==> src/rtl/game_pkg.sv <==
// rtl/game_pkg.sv - shared state encoding, result codes and ranking helper for the match referee
package game_pkg;

    typedef enum logic [2:0] {
        ST_IDLE,
        ST_START,
        ST_FIGHT,
        ST_HOLD,
        ST_MATCH_OVER
    } state_t;

    localparam logic [1:0] RES_NONE = 2'b00;
    localparam logic [1:0] RES_P1   = 2'b01;
    localparam logic [1:0] RES_P2   = 2'b10;
    localparam logic [1:0] RES_DRAW = 2'b11;

    localparam logic [1:0] HEALTH_KO = 2'd0;

    // Larger value wins for player 1 (a) or player 2 (b); a tie is a draw.
    function automatic logic [1:0] rank(input int a, input int b);
        if (a > b)
            return RES_P1;
        else if (a < b)
            return RES_P2;
        else
            return RES_DRAW;
    endfunction

endpackage

==> src/rtl/round_timer.sv <==
// rtl/round_timer.sv - loadable round down-counter with a last-tick flag
module round_timer #(
    parameter int W        = 7,
    parameter int LOAD_VAL = 64
) (
    input  logic         clk,
    input  logic         rst,
    input  logic         load,
    input  logic         en,
    output logic [W-1:0] value,
    output logic         last
);

    logic [W-1:0] value_q;
    logic [W-1:0] value_d;

    // Load takes priority over counting; otherwise hold.
    always_comb begin
        value_d = value_q;
        if (load)
            value_d = W'(LOAD_VAL);
        else if (en)
            value_d = value_q - W'(1);
    end

    // Counter register with synchronous reset to zero.
    always_ff @(posedge clk) begin
        if (rst)
            value_q <= '0;
        else
            value_q <= value_d;
    end

    assign value = value_q;
    assign last  = (value_q == W'(1));

endmodule

==> src/rtl/match_referee.sv <==
// rtl/match_referee.sv - round/match referee: KO and time-out detection, best-of-N scoring
module match_referee
    import game_pkg::*;
#(
    parameter int ROUND_TICKS   = 64,
    parameter int HOLD_CYCLES   = 8,
    parameter int ROUNDS_TO_WIN = 2,
    parameter int MAX_ROUNDS    = 5,
    localparam int TW = $clog2(ROUND_TICKS + 1),
    localparam int CW = $clog2(MAX_ROUNDS + 1)
) (
    input  logic          CLK,
    input  logic          RST,
    input  logic          start,
    input  logic [1:0]    player1_health,
    input  logic [1:0]    player2_health,
    output logic          round_reset,
    output logic          round_active,
    output logic [TW-1:0] timer,
    output logic [1:0]    round_result,
    output logic [CW-1:0] p1_wins,
    output logic [CW-1:0] p2_wins,
    output logic [CW-1:0] rounds_played,
    output logic          match_over,
    output logic [1:0]    winner
);

    localparam int HW = $clog2(HOLD_CYCLES) + 1;

    state_t        state_q, state_d;
    logic [HW-1:0] hold_cnt_q, hold_cnt_d;
    logic [1:0]    result_q, result_d;
    logic [CW-1:0] p1_wins_q, p1_wins_d;
    logic [CW-1:0] p2_wins_q, p2_wins_d;
    logic [CW-1:0] rounds_q, rounds_d;
    logic [1:0]    winner_q, winner_d;

    logic          tmr_load;
    logic          tmr_en;
    logic          tmr_last;
    logic [TW-1:0] tmr_value;
    logic [1:0]    verdict;

    round_timer #(
        .W        (TW),
        .LOAD_VAL (ROUND_TICKS)
    ) u_round_timer (
        .clk   (CLK),
        .rst   (RST),
        .load  (tmr_load),
        .en    (tmr_en),
        .value (tmr_value),
        .last  (tmr_last)
    );

    // Round verdict for the current FIGHT cycle: KO outranks time-out.
    always_comb begin
        verdict = RES_NONE;
        if (player1_health == HEALTH_KO && player2_health == HEALTH_KO)
            verdict = RES_DRAW;
        else if (player1_health == HEALTH_KO)
            verdict = RES_P2;
        else if (player2_health == HEALTH_KO)
            verdict = RES_P1;
        else if (tmr_last)
            verdict = rank(int'(player1_health), int'(player2_health));
    end

    // Referee FSM next-state, scoring and timer control.
    always_comb begin
        state_d    = state_q;
        hold_cnt_d = hold_cnt_q;
        result_d   = result_q;
        p1_wins_d  = p1_wins_q;
        p2_wins_d  = p2_wins_q;
        rounds_d   = rounds_q;
        winner_d   = winner_q;
        tmr_load   = 1'b0;
        tmr_en     = 1'b0;
        case (state_q)
            ST_IDLE, ST_MATCH_OVER: begin
                if (start) begin
                    state_d   = ST_START;
                    p1_wins_d = '0;
                    p2_wins_d = '0;
                    rounds_d  = '0;
                    winner_d  = RES_NONE;
                end
            end
            ST_START: begin
                tmr_load = 1'b1;
                result_d = RES_NONE;
                state_d  = ST_FIGHT;
            end
            ST_FIGHT: begin
                if (verdict != RES_NONE) begin
                    result_d   = verdict;
                    rounds_d   = rounds_q + CW'(1);
                    hold_cnt_d = '0;
                    state_d    = ST_HOLD;
                    if (verdict == RES_P1 && p1_wins_q < CW'(ROUNDS_TO_WIN))
                        p1_wins_d = p1_wins_q + CW'(1);
                    if (verdict == RES_P2 && p2_wins_q < CW'(ROUNDS_TO_WIN))
                        p2_wins_d = p2_wins_q + CW'(1);
                end else begin
                    tmr_en = 1'b1;
                end
            end
            ST_HOLD: begin
                if (hold_cnt_q == HW'(HOLD_CYCLES - 1)) begin
                    if (p1_wins_q == CW'(ROUNDS_TO_WIN) || p2_wins_q == CW'(ROUNDS_TO_WIN) ||
                        rounds_q == CW'(MAX_ROUNDS)) begin
                        state_d  = ST_MATCH_OVER;
                        winner_d = rank(int'(p1_wins_q), int'(p2_wins_q));
                    end else begin
                        state_d = ST_START;
                    end
                end else begin
                    hold_cnt_d = hold_cnt_q + HW'(1);
                end
            end
            default: state_d = ST_IDLE;
        endcase
    end

    // State and scoring registers; reset returns everything to zero/IDLE.
    always_ff @(posedge CLK) begin
        if (RST) begin
            state_q    <= ST_IDLE;
            hold_cnt_q <= '0;
            result_q   <= RES_NONE;
            p1_wins_q  <= '0;
            p2_wins_q  <= '0;
            rounds_q   <= '0;
            winner_q   <= RES_NONE;
        end else begin
            state_q    <= state_d;
            hold_cnt_q <= hold_cnt_d;
            result_q   <= result_d;
            p1_wins_q  <= p1_wins_d;
            p2_wins_q  <= p2_wins_d;
            rounds_q   <= rounds_d;
            winner_q   <= winner_d;
        end
    end

    assign round_reset   = (state_q == ST_START);
    assign round_active  = (state_q == ST_FIGHT);
    assign match_over    = (state_q == ST_MATCH_OVER);
    assign timer         = tmr_value;
    assign round_result  = result_q;
    assign p1_wins       = p1_wins_q;
    assign p2_wins       = p2_wins_q;
    assign rounds_played = rounds_q;
    assign winner        = winner_q;

endmodule

==> config.mk <==
export PLATFORM = sky130hd
export DESIGN_NAME = match_referee
export DESIGN_NICKNAME = d
export VERILOG_FILES = /design/src/rtl/game_pkg.sv /design/src/rtl/round_timer.sv /design/src/rtl/match_referee.sv
export SDC_FILE = /design/constraint.sdc
export NUM_CORES = 1
export LEC_CHECK = 0
export CORE_MARGIN = 2
export CORE_UTILIZATION = 40
export DETAILED_ROUTE_END_ITERATION = 10
export RECOVER_POWER = 100
export SETUP_SLACK_MARGIN = 0.05
export SLEW_MARGIN = 10
export SYNTH_ARGS = -nofsm -noshare
export SYNTH_HDL_FRONTEND = slang
export SYNTH_HIERARCHICAL = 1
export SYNTH_SLANG_ARGS = --single-unit
==> constraint.sdc <==
create_clock -name CLK -period 4.2 [get_ports CLK]
set_input_delay 0.42 -clock CLK [delete_from_list [all_inputs] [get_ports CLK]]
set_output_delay 0.42 -clock CLK [all_outputs]
set_load 0.02 [all_outputs]
==> run summary, run 1 <==
Placed cell count: 252
Final Net Count: 230
Die area: 4310 um2
Maximum vdd drop: 0.000143 V
Element type at the critical path end: register
Final Skew: 5.26 ps
Num Clock Sinks: 27
CTS tree: yes
Clk pin slew, worst setup/hold paths: 90 ps
P per Cell Area: 304 nW/um2
Syn Inst Count: 180
Core ar.: 3660 um2
Antenna violations before repair: 0
Wirelength per Cell: 13.2 um
Synth Warn #: 6
CTS max path bufs: 2
Fin Setup TNS: 0 ps
Register area share after synthesis: 35.5%
Final hold violation count: 0
Fraction of registers with async set/reset: 0%
Design area: 1880 um2
Synth area leader: dfxtp_1
Share of cells above drive strength 1: 4.81%
Syn Area/Cell: 8.45 um2
Die Y: 65.7 um
GPL Wtd Cong: 0.763
Flops & latches, synth: 27
Most common cell in the netlist: nor2_1
Fin cells: 256
Worst-path fanout max: 7
Fmax: 369 MHz
Sequential power share: 50.6%
Worst Hold Class: reg -> reg
IO Port Bufs: 29
Drt total wl: 3.37 mm
Status: finished, final reports clean
Fillers: 364
Root Buffer: clkbuf_8
First-pass GRT wire length: 5.84 mm
Total power: 571 uW
Clock power frac: 25.7%
Via count: 1,344
Post-synth top flop: dfxtp_1
Library cells used by synthesis: 48
Area contributors post-synth: dfxtp_1, ha_1, nor2_1, inv_1, xnor2_1
CTS H-tree lvls: 1
Iter 0 DRT Violations: 40
Pleak: 0.784 nW
Post-DP HPWL: 2.60 mm
P_sw: 174 uW
Switching share of total power: 30.5%
Final min period: 2710 ps
CTS buffer count: 3
Chip width: 65.7 um
DRT antenna net count: 0
Pre-Repair DR Iteration Count: 4
Hold buffer count at CTS: 0
Register-to-register setup slack: 1490 ps
Row count: 22
Top-area cell type share of the netlist area: 35.5%
Initial Utilization: 41.6%
Area after DPL: 1840 um2
Pin count of the biggest net entering global routing: 15
Startpoint Class: register
Period Utilization, post-route: 64.5%
Final setup vio count: 0
Pint: 397 uW
Worst setup path category: reg -> reg
Resized cells post-CTS: 0
Synth cell count leaders: nor2_1, dfxtp_1, inv_1
Area Growth Syn to Fin: 23.6%
Final max-slew violation count: 0
Arrival @ worst endpoint: 2910 ps
Worst-Margin Slew: 1020 ps
N_diodes: 0
Global route overflow: 0
Syn nets: 201
DR DRC count: 0
Worst-Skew Late Latency: 270 ps
Setup bufs post-CTS: 0
I/O Pins: 30
Combinational Power Share: 23.6%
Max-Cap Viols: 0
RSZ-0062 raised after global routing: false
Vias in the first global route: 1,358
Mean number of vias per cell: 5.25
Post-synth EDFFs: 0
Cell area after synthesis: 1520 um2
Relative slew slack: 31.0%
GRT Overall Usage: 17.1%
Crit path required time: 4400 ps
[sequential cells by signal, indices dropped and copies added (netlist names)]
name,cells
hold_cnt_q,4
p1_wins,3
p2_wins,3
round_result,2
rounds_played,3
state_q,3
u_round_timer/value,7
winner,2
[layout by cell type, fill, tap and decap left out, types with 2 or more instances in the layout]
master            n
a211oi_1          3
a21o_1            3
a21oi_1          10
a31oi_1           4
clkbuf_8          3
clkdlybuf4s50_1   4
dfxtp_1          27
dlygate4sd3_1    25
ha_1             14
inv_1            17
nand2_1           7
nand2b_1          5
nand3_1           4
nand3b_1          3
nor2_1           28
nor2b_1           2
nor3_1            3
o21ai_0           6
or2_2             2
or3_1             3
xnor2_1           6
xor2_1            2
[area by class of cell]
class                           count  area [um2]  share of cell area [%]
Clock buffer                        4        45.0                    2.40
Inverter                           17        63.8                    3.39
Multi-Input combinational cell    131         881                    46.8
Sequential cell                    27         541                    28.7
Tap cell                           48        60.1                    3.19
Timing Repair Buffer               29         290                    15.4
[power groups by stage]
stage / logic [mW] / clock network (mW) / registers (mW)
global placement: 0.141 / 0 / 0.295
floorplan: 0.0899 / 0 / 0.302
detailed placement: 0.144 / 0 / 0.296
finish: 0.135 / 0.147 / 0.289
CTS: 0.144 / 0.154 / 0.290
global route: 0.153 / 0.164 / 0.293
[worst max-delay path: stages (launching register included)]
cell and delay [ps]:
dfxtp_1 360, or4_1 570, nor3b_1 640, o311ai_0 460, or3_1 470, a21oi_1 140
[kinds of logic after synthesis]
logic type      synth area share [%]
compound gates                  17.0
xor+xnor                        4.61
fa+ha+maj                       11.5
buf+inv                         6.17
flops                           35.5
mux                             2.38
simple gates                    22.8
[worst paths after layout]
kind                                       start                         end  cells after the start
max          u_round_timer/value[3]$_SDFFE_PP0P_  hold_cnt_q[3]$_SDFFE_PP0P_                      5
min                       winner[0]$_SDFFE_PP0P_      winner[0]$_SDFFE_PP0P_                      2
max reg2reg  u_round_timer/value[3]$_SDFFE_PP0P_  hold_cnt_q[3]$_SDFFE_PP0P_                      5
min reg2reg               winner[0]$_SDFFE_PP0P_      winner[0]$_SDFFE_PP0P_                      2
[per-layer routing]
metal | routed length (um) | global-route usage [%] | up-vias
met5 | 0 | 0 | -
met4 | 20 | 4.69 | 0
met3 | 69 | 2.74 | 2
met2 | 1720 | 30.4 | 19
met1 | 1560 | 21.1 | 640
li1 | - | - | 683
[metrics by stage]
stage,hold slack [ps],util (%),worst slack (ps)
after global routing,491,51.4,1290
final,470,51.4,1490
after detailed placement,460,50.3,1490
after floorplan,461,-,1850
after global placement,452,50.3,1550
after CTS,478,51.5,1610
Power figures use the tool's default switching activity.
==> run 2, diff against run 1 <==
--- a/config.mk
+++ b/config.mk
@@ -8,6 +8,7 @@
 export CORE_MARGIN = 2
 export CORE_UTILIZATION = 40
 export DETAILED_ROUTE_END_ITERATION = 10
+export PLACE_DENSITY = 0.67
 export RECOVER_POWER = 100
 export SETUP_SLACK_MARGIN = 0.05
 export SLEW_MARGIN = 10
==> constraint.sdc (replaced) <==
create_clock -name CLK -period 2.25 [get_ports CLK]
set_input_delay 0.225 -clock CLK [delete_from_list [all_inputs] [get_ports CLK]]
set_output_delay 0.225 -clock CLK [all_outputs]
set_load 0.02 [all_outputs]
==> run summary, run 2 (synthesis results as in run 1) <==
Status: finished, final reports clean (unchanged)
Iter 0 DRT Violations: 51 (was 40)
Element type at the critical path end: output port (was register)
Crit-path slowest cell: dlygate4sd3_1 (was nor3b_1)
Post-DP HPWL: 2.45 mm (was 2.60 mm)
Via count: 1,340 (was 1,344)
RSZ-0062 raised after global routing: true (was false)
CP cell instances: inv_1 -> nor3_1 -> buf_4 -> dlygate4sd3_1 (was or4_1 -> nor3b_1 -> o311ai_0 -> or3_1 -> a21oi_1)
Register-to-register setup slack: 190 ps (was 1490 ps)
First-pass GRT wire length: 5.40 mm (was 5.84 mm)
Final hold violation count: 0 (unchanged)
Final min period: 2080 ps
Worst-path fanout max: 9 (was 7)
Reg2reg start: u_round_timer/value[3]$_SDFFE_PP0P_ (unchanged)
Die area: 4310 um2 (unchanged)
Worst-Margin Slew: 466 ps (was 1020 ps)
Worst-Skew Late Latency: 270 ps (about the same)
Most common cell after layout, fill and taps aside: nor2_1 (unchanged)
Placed cell count: 262 (was 252)
Area Growth Syn to Fin: 29.9% (was 23.6%)
Drt total wl: 3.19 mm (was 3.37 mm)
P per Cell Area: 558 nW/um2 (was 304 nW/um2)
CP bufs+invs: 3 (was 0)
Final setup vio count: 0 (unchanged)
Final Net Count: 240 (was 230)
Final max-slew violation count: 0 (unchanged)
CTS H-tree lvls: 1 (unchanged)
Fmax: 480 MHz
Maximum vdd drop: 0.000319 V (was 0.000143 V)
GPL Wtd Cong: 0.834 (was 0.763)
Root Buffer: clkbuf_8 (unchanged)
Wirelength per Cell: 12.0 um (was 13.2 um)
I/O Pins: 30 (unchanged)
Worst R2R Path Depth: 7 (was 5)
Hold Crit Start: winner[0]$_SDFFE_PP0P_ (unchanged)
CTS buffer count: 3 (unchanged)
Fillers: 366 (was 364)
Row count: 22 (unchanged)
Design area: 1980 um2 (was 1880 um2)
Pin count of the biggest net entering global routing: 15 (unchanged)
Core ar.: 3660 um2 (unchanged)
GRT Overall Usage: 16.1% (was 17.1%)
Startpoint Class: register (unchanged)
Period Utilization, post-route: 92.6%
Chip width: 65.7 um (unchanged)
IO Port Bufs: 29 (unchanged)
Global route overflow: 0 (unchanged)
Worst setup path category: reg -> out (was reg -> reg)
Vias in the first global route: 1,263 (was 1,358)
DRT antenna net count: 0 (unchanged)
Crit path max-delay family: buffers and inverters (was simple AND/OR/NAND/NOR gates)
Pleak: 0.828 nW (was 0.784 nW)
CTS tree: yes (unchanged)
Clk pin slew, worst setup/hold paths: 90 ps (about the same)
Area after DPL: 1930 um2 (was 1840 um2)
Reg-to-reg endpoint: rounds_played[2]$_SDFFE_PP0P_ (was hold_cnt_q[3]$_SDFFE_PP0P_)
Setup bufs post-CTS: 0 (unchanged)
Initial Utilization: 41.6% (unchanged)
Hold path depth: 2 (unchanged)
CTS max path bufs: 2 (unchanged)
Relative slew slack: 68.6% (was 31.0%)
Hold buffer count at CTS: 0 (unchanged)
Fin Setup TNS: 0 ps (unchanged)
Fin cells: 266 (was 256)
N_diodes: 0 (unchanged)
Mean number of vias per cell: 5.04 (was 5.25)
Max reg flops: 7 (unchanged)
Hold endpoint: winner[0]$_SDFFE_PP0P_ (unchanged)
Final Skew: 1.41 ps (was 5.26 ps)
Antenna violations before repair: 0 (unchanged)
Share of cells above drive strength 1: 10.6% (was 4.81%)
Crit-path max cell delay: 670 ps (was 640 ps)
Die Y: 65.7 um (unchanged)
Most frequent cells in the layout: nor2_1, dfxtp_1, dlygate4sd3_1 (unchanged)
Min Hold Slack: 473 ps (was 470 ps)
Num Clock Sinks: 27 (unchanged)
Max-Cap Viols: 0 (unchanged)
Resized cells post-CTS: 0 (unchanged)
Crit path required time: 2030 ps (was 4400 ps)
DR DRC count: 0 (unchanged)
Pre-Repair DR Iteration Count: 4 (unchanged)
Arrival @ worst endpoint: 1860 ps (was 2910 ps)
Worst Hold Class: reg -> reg (unchanged)
==> run 2: layer usage <==
metal	track usage, %	part of all wire [%]	wire length (um)
met2	27.4	47	1480
met3	4.11	4.1	132
met4	5.47	0.91	29
met1	19.7	48	1540
met5	0	0	0
==> run 2: area by class of cell <==
class,instances,area (um2),area share (%)
clock buffers,4,45.0,2.28
multi-input cells,131,907,45.9
repair buffers,39,358,18.1
flip-flops and latches,27,542,27.4
inverters,17,63.8,3.23
well taps,48,60.1,3.04
==> run 2: worst max path at each step <==
stage,to,startpoint,slack (ps),cells after the start
finish,round_reset,state_q[0]$_SDFFE_PP0P_,170,4
global route,rounds_played[2]$_SDFFE_PP0P_,u_round_timer/value[3]$_SDFFE_PP0P_,20,7
detailed placement,winner[0]$_SDFFE_PP0P_,start,100,6
floorplan,p1_wins[0]$_SDFFE_PP0P_,u_round_timer/value[3]$_SDFFE_PP0P_,60,7
CTS,hold_cnt_q[3]$_SDFFE_PP0P_,u_round_timer/value[3]$_SDFFE_PP0P_,100,6
global placement,winner[0]$_SDFFE_PP0P_,start,130,6
==> run 2: through the flow <==
step	setup slack, ps	util, %	total power, mW
final	166	54.0	1.10
after CTS	96.8	53.9	1.12
after global routing	19.6	54.0	1.17
after detailed placement	101	52.6	0.844
after global placement	132	52.6	0.841
after floorplan	57.0	-	0.734
==> run 2: worst register-to-register path: stages, from the launching register on <==
cell	delay (ps)
dfxtp_1	320
or4_4	570
nor3b_4	240
buf_4	170
o21ai_0	190
a21boi_0	270
xnor2_1	150
nor2_1	50
==> run 2: report_power, final <==
part           switching [mW]  total, mW  internal, mW
Combinational           0.153      0.287         0.135
Clock                   0.149      0.276         0.127
Sequential             0.0329      0.539         0.506
==> run 3, diff against run 2 <==
--- a/config.mk
+++ b/config.mk
@@ -5,10 +5,10 @@
 export SDC_FILE = /design/constraint.sdc
 export NUM_CORES = 1
 export LEC_CHECK = 0
-export CORE_MARGIN = 2
+export CORE_MARGIN = 8
 export CORE_UTILIZATION = 40
 export DETAILED_ROUTE_END_ITERATION = 10
-export PLACE_DENSITY = 0.67
+export PLACE_DENSITY = 0.7
 export RECOVER_POWER = 100
 export SETUP_SLACK_MARGIN = 0.05
 export SLEW_MARGIN = 10
==> run summary, run 3 (synthesis results as in run 1) <==
Final setup vio count: 0 (unchanged)
Setup WS pre-CTS: 108 ps (was 101 ps)
Drt total wl: 3.37 mm (was 3.19 mm)
DR DRC count: 0 (unchanged)
Die Y: 77.7 um (was 65.7 um)
Arrival @ worst endpoint: 2260 ps (was 1860 ps)
IO Port Bufs: 29 (unchanged)
GRT Overall Usage: 11.3% (was 16.1%)
Placed cell count: 263 (was 262)
Area Growth Syn to Fin: 31.0% (was 29.9%)
Most frequent cells in the layout: nor2_1, dfxtp_1, dlygate4sd3_1 (unchanged)
Final WS setup: 162 ps (was 166 ps)
Wirelength per Cell: 12.5 um (was 12.0 um)
Pleak: 0.843 nW (was 0.828 nW)
Worst Hold Class: reg -> reg (unchanged)
Vias in the first global route: 1,313 (was 1,263)
Worst-Skew Late Latency: 270 ps (about the same)
Element type at the critical path end: register (was output port)
CTS tree: yes (unchanged)
Num Clock Sinks: 27 (unchanged)
Period Utilization, post-route: 92.8% (was 92.6%)
Maximum vdd drop: 0.000338 V (was 0.000319 V)
Most common cell after layout, fill and taps aside: nor2_1 (unchanged)
Switching share of total power: 30.4% (about the same)
Max-Cap Viols: 0 (unchanged)
DRT antenna net count: 0 (unchanged)
Relative slew slack: 54.1% (was 68.6%)
Pint: 766 uW (was 768 uW)
Worst-path fanout max: 7 (was 9)
Register-to-register setup slack: 160 ps (was 190 ps)
Chip width: 77.7 um (was 65.7 um)
Worst setup path category: reg -> reg (was reg -> out)
Fin Setup TNS: 0 ps (unchanged)
Row count: 22 (unchanged)
CP cell instances: or4_4 -> nor3b_2 -> buf_4 -> o21ai_0 -> a21oi_1 -> o21a_1 -> nand3_2 -> mux2_2 (was inv_1 -> nor3_1 -> buf_4 -> dlygate4sd3_1)
Root Buffer: clkbuf_8 (unchanged)
Status: finished, final reports clean (unchanged)
Via count: 1,341 (was 1,340)
CTS buffer count: 3 (unchanged)
Initial Utilization: 41.6% (unchanged)
Worst-Margin Slew: 678 ps (was 466 ps)
RSZ-0062 raised after global routing: false (was true)
Crit-path max cell delay: 540 ps (was 670 ps)
Fmax: 479 MHz (was 480 MHz)
Final core occ: 54.4% (was 54.0%)
Final min period: 2090 ps (was 2080 ps)
Share of cells above drive strength 1: 11.3% (was 10.6%)
Core ar.: 3660 um2 (unchanged)
Post-DP HPWL: 2.61 mm (was 2.45 mm)
Final max-slew violation count: 0 (unchanged)
Crit path required time: 2420 ps (was 2030 ps)
Sequential power share: 48.6% (was 48.9%)
Mean number of vias per cell: 4.99 (was 5.04)
CP bufs+invs: 1 (was 3)
Final hold violation count: 0 (unchanged)
Iter 0 DRT Violations: 53 (was 51)
Pre-Repair DR Iteration Count: 4 (unchanged)
Final Skew: 5.98 ps (was 1.41 ps)
Fin cells: 269 (was 266)
Crit path max-delay family: simple AND/OR/NAND/NOR gates (was buffers and inverters)
Clock power frac: 24.8% (was 25.0%)
GPL Wtd Cong: 0.799 (was 0.834)
Pin count of the biggest net entering global routing: 16 (was 15)
Global route overflow: 0 (unchanged)
P_sw: 334 uW (was 335 uW)
Combinational Power Share: 26.7% (was 26.1%)
Antenna violations before repair: 0 (unchanged)
First-pass GRT wire length: 5.84 mm (was 5.40 mm)
Max reg flops: 7 (unchanged)
CTS max path bufs: 2 (unchanged)
CTS H-tree lvls: 1 (unchanged)
P per Cell Area: 552 nW/um2 (was 558 nW/um2)
Die area: 6030 um2 (was 4310 um2)
N_diodes: 0 (unchanged)
Crit-path slowest cell: or4_4 (was dlygate4sd3_1)
I/O Pins: 30 (unchanged)
Final Net Count: 243 (was 240)
Startpoint Class: register (unchanged)
Clk pin slew, worst setup/hold paths: 90 ps (about the same)
## run 3: changes by cell type in the layout (fill, tap and decap cells not counted), sizes merged
cell / delta
clkdlybuf4s50: -1
dlygate4sd3: +1
clkinv: +1
buf: +2
## run 3: power groups by stage
stage	Clock (mW)	Sequential (mW)	Combinational, mW
final	0.272	0.534	0.293
after global routing	0.307	0.539	0.329
after CTS	0.289	0.536	0.305
after detailed placement	0	0.547	0.304
after global placement	0	0.546	0.300
after floorplan	0	0.564	0.170
## run 3: routing by layer
layer  GRT usage (%)  wire, um  vias to the layer above
met4            2.45        22                        0
met5               0         0                        -
met1            13.2      1580                      609
met3            4.26       209                        2
met2            19.2      1560                       26
li1                -         -                      704
## run 3: path summary, 6_finish.rpt
path,from,endpoint,cells after the start
hold reg to reg,winner[0]$_SDFFE_PP0P_,winner[0]$_SDFFE_PP0P_,2
setup reg to reg,u_round_timer/value[3]$_SDFFE_PP0P_,p1_wins[0]$_SDFFE_PP0P_,8
hold / removal,winner[0]$_SDFFE_PP0P_,winner[0]$_SDFFE_PP0P_,2
setup / recovery,u_round_timer/value[3]$_SDFFE_PP0P_,p1_wins[0]$_SDFFE_PP0P_,8
## run 3: worst min-delay path, delay by kind of cell, from the launching register on
family	cells	cell delay [ps]
AOI/OAI and AO/OA	1	40
and+or+nand+nor	1	70
DFF	1	330
## run 3: area by class of cell
class	count	area (um2)
clock buffer	3	41.3
inverter	17	63.8
timing repair buffer	42	380
tap	48	60.1
clock inverter	1	5.00
sequential	27	541
multi-input combinational	131	902
fill	363	1670
## run 3: what timing repair did
action,in CTS,in global routing
setup endpoints to repair,0,4
setup buffers,0,2
hold buffers,0,0
resized for setup,0,2
## run 3: through the flow
stage	hold WS (ps)	cell area [um2]	power, mW
2_1_floorplan	294	1530	0.734
3_3_place_gp	465	1930	0.846
3_5_place_dp	460	1930	0.850
4_1_cts	482	1980	1.13
5_1_grt	497	1990	1.18
6_report	477	1990	1.10
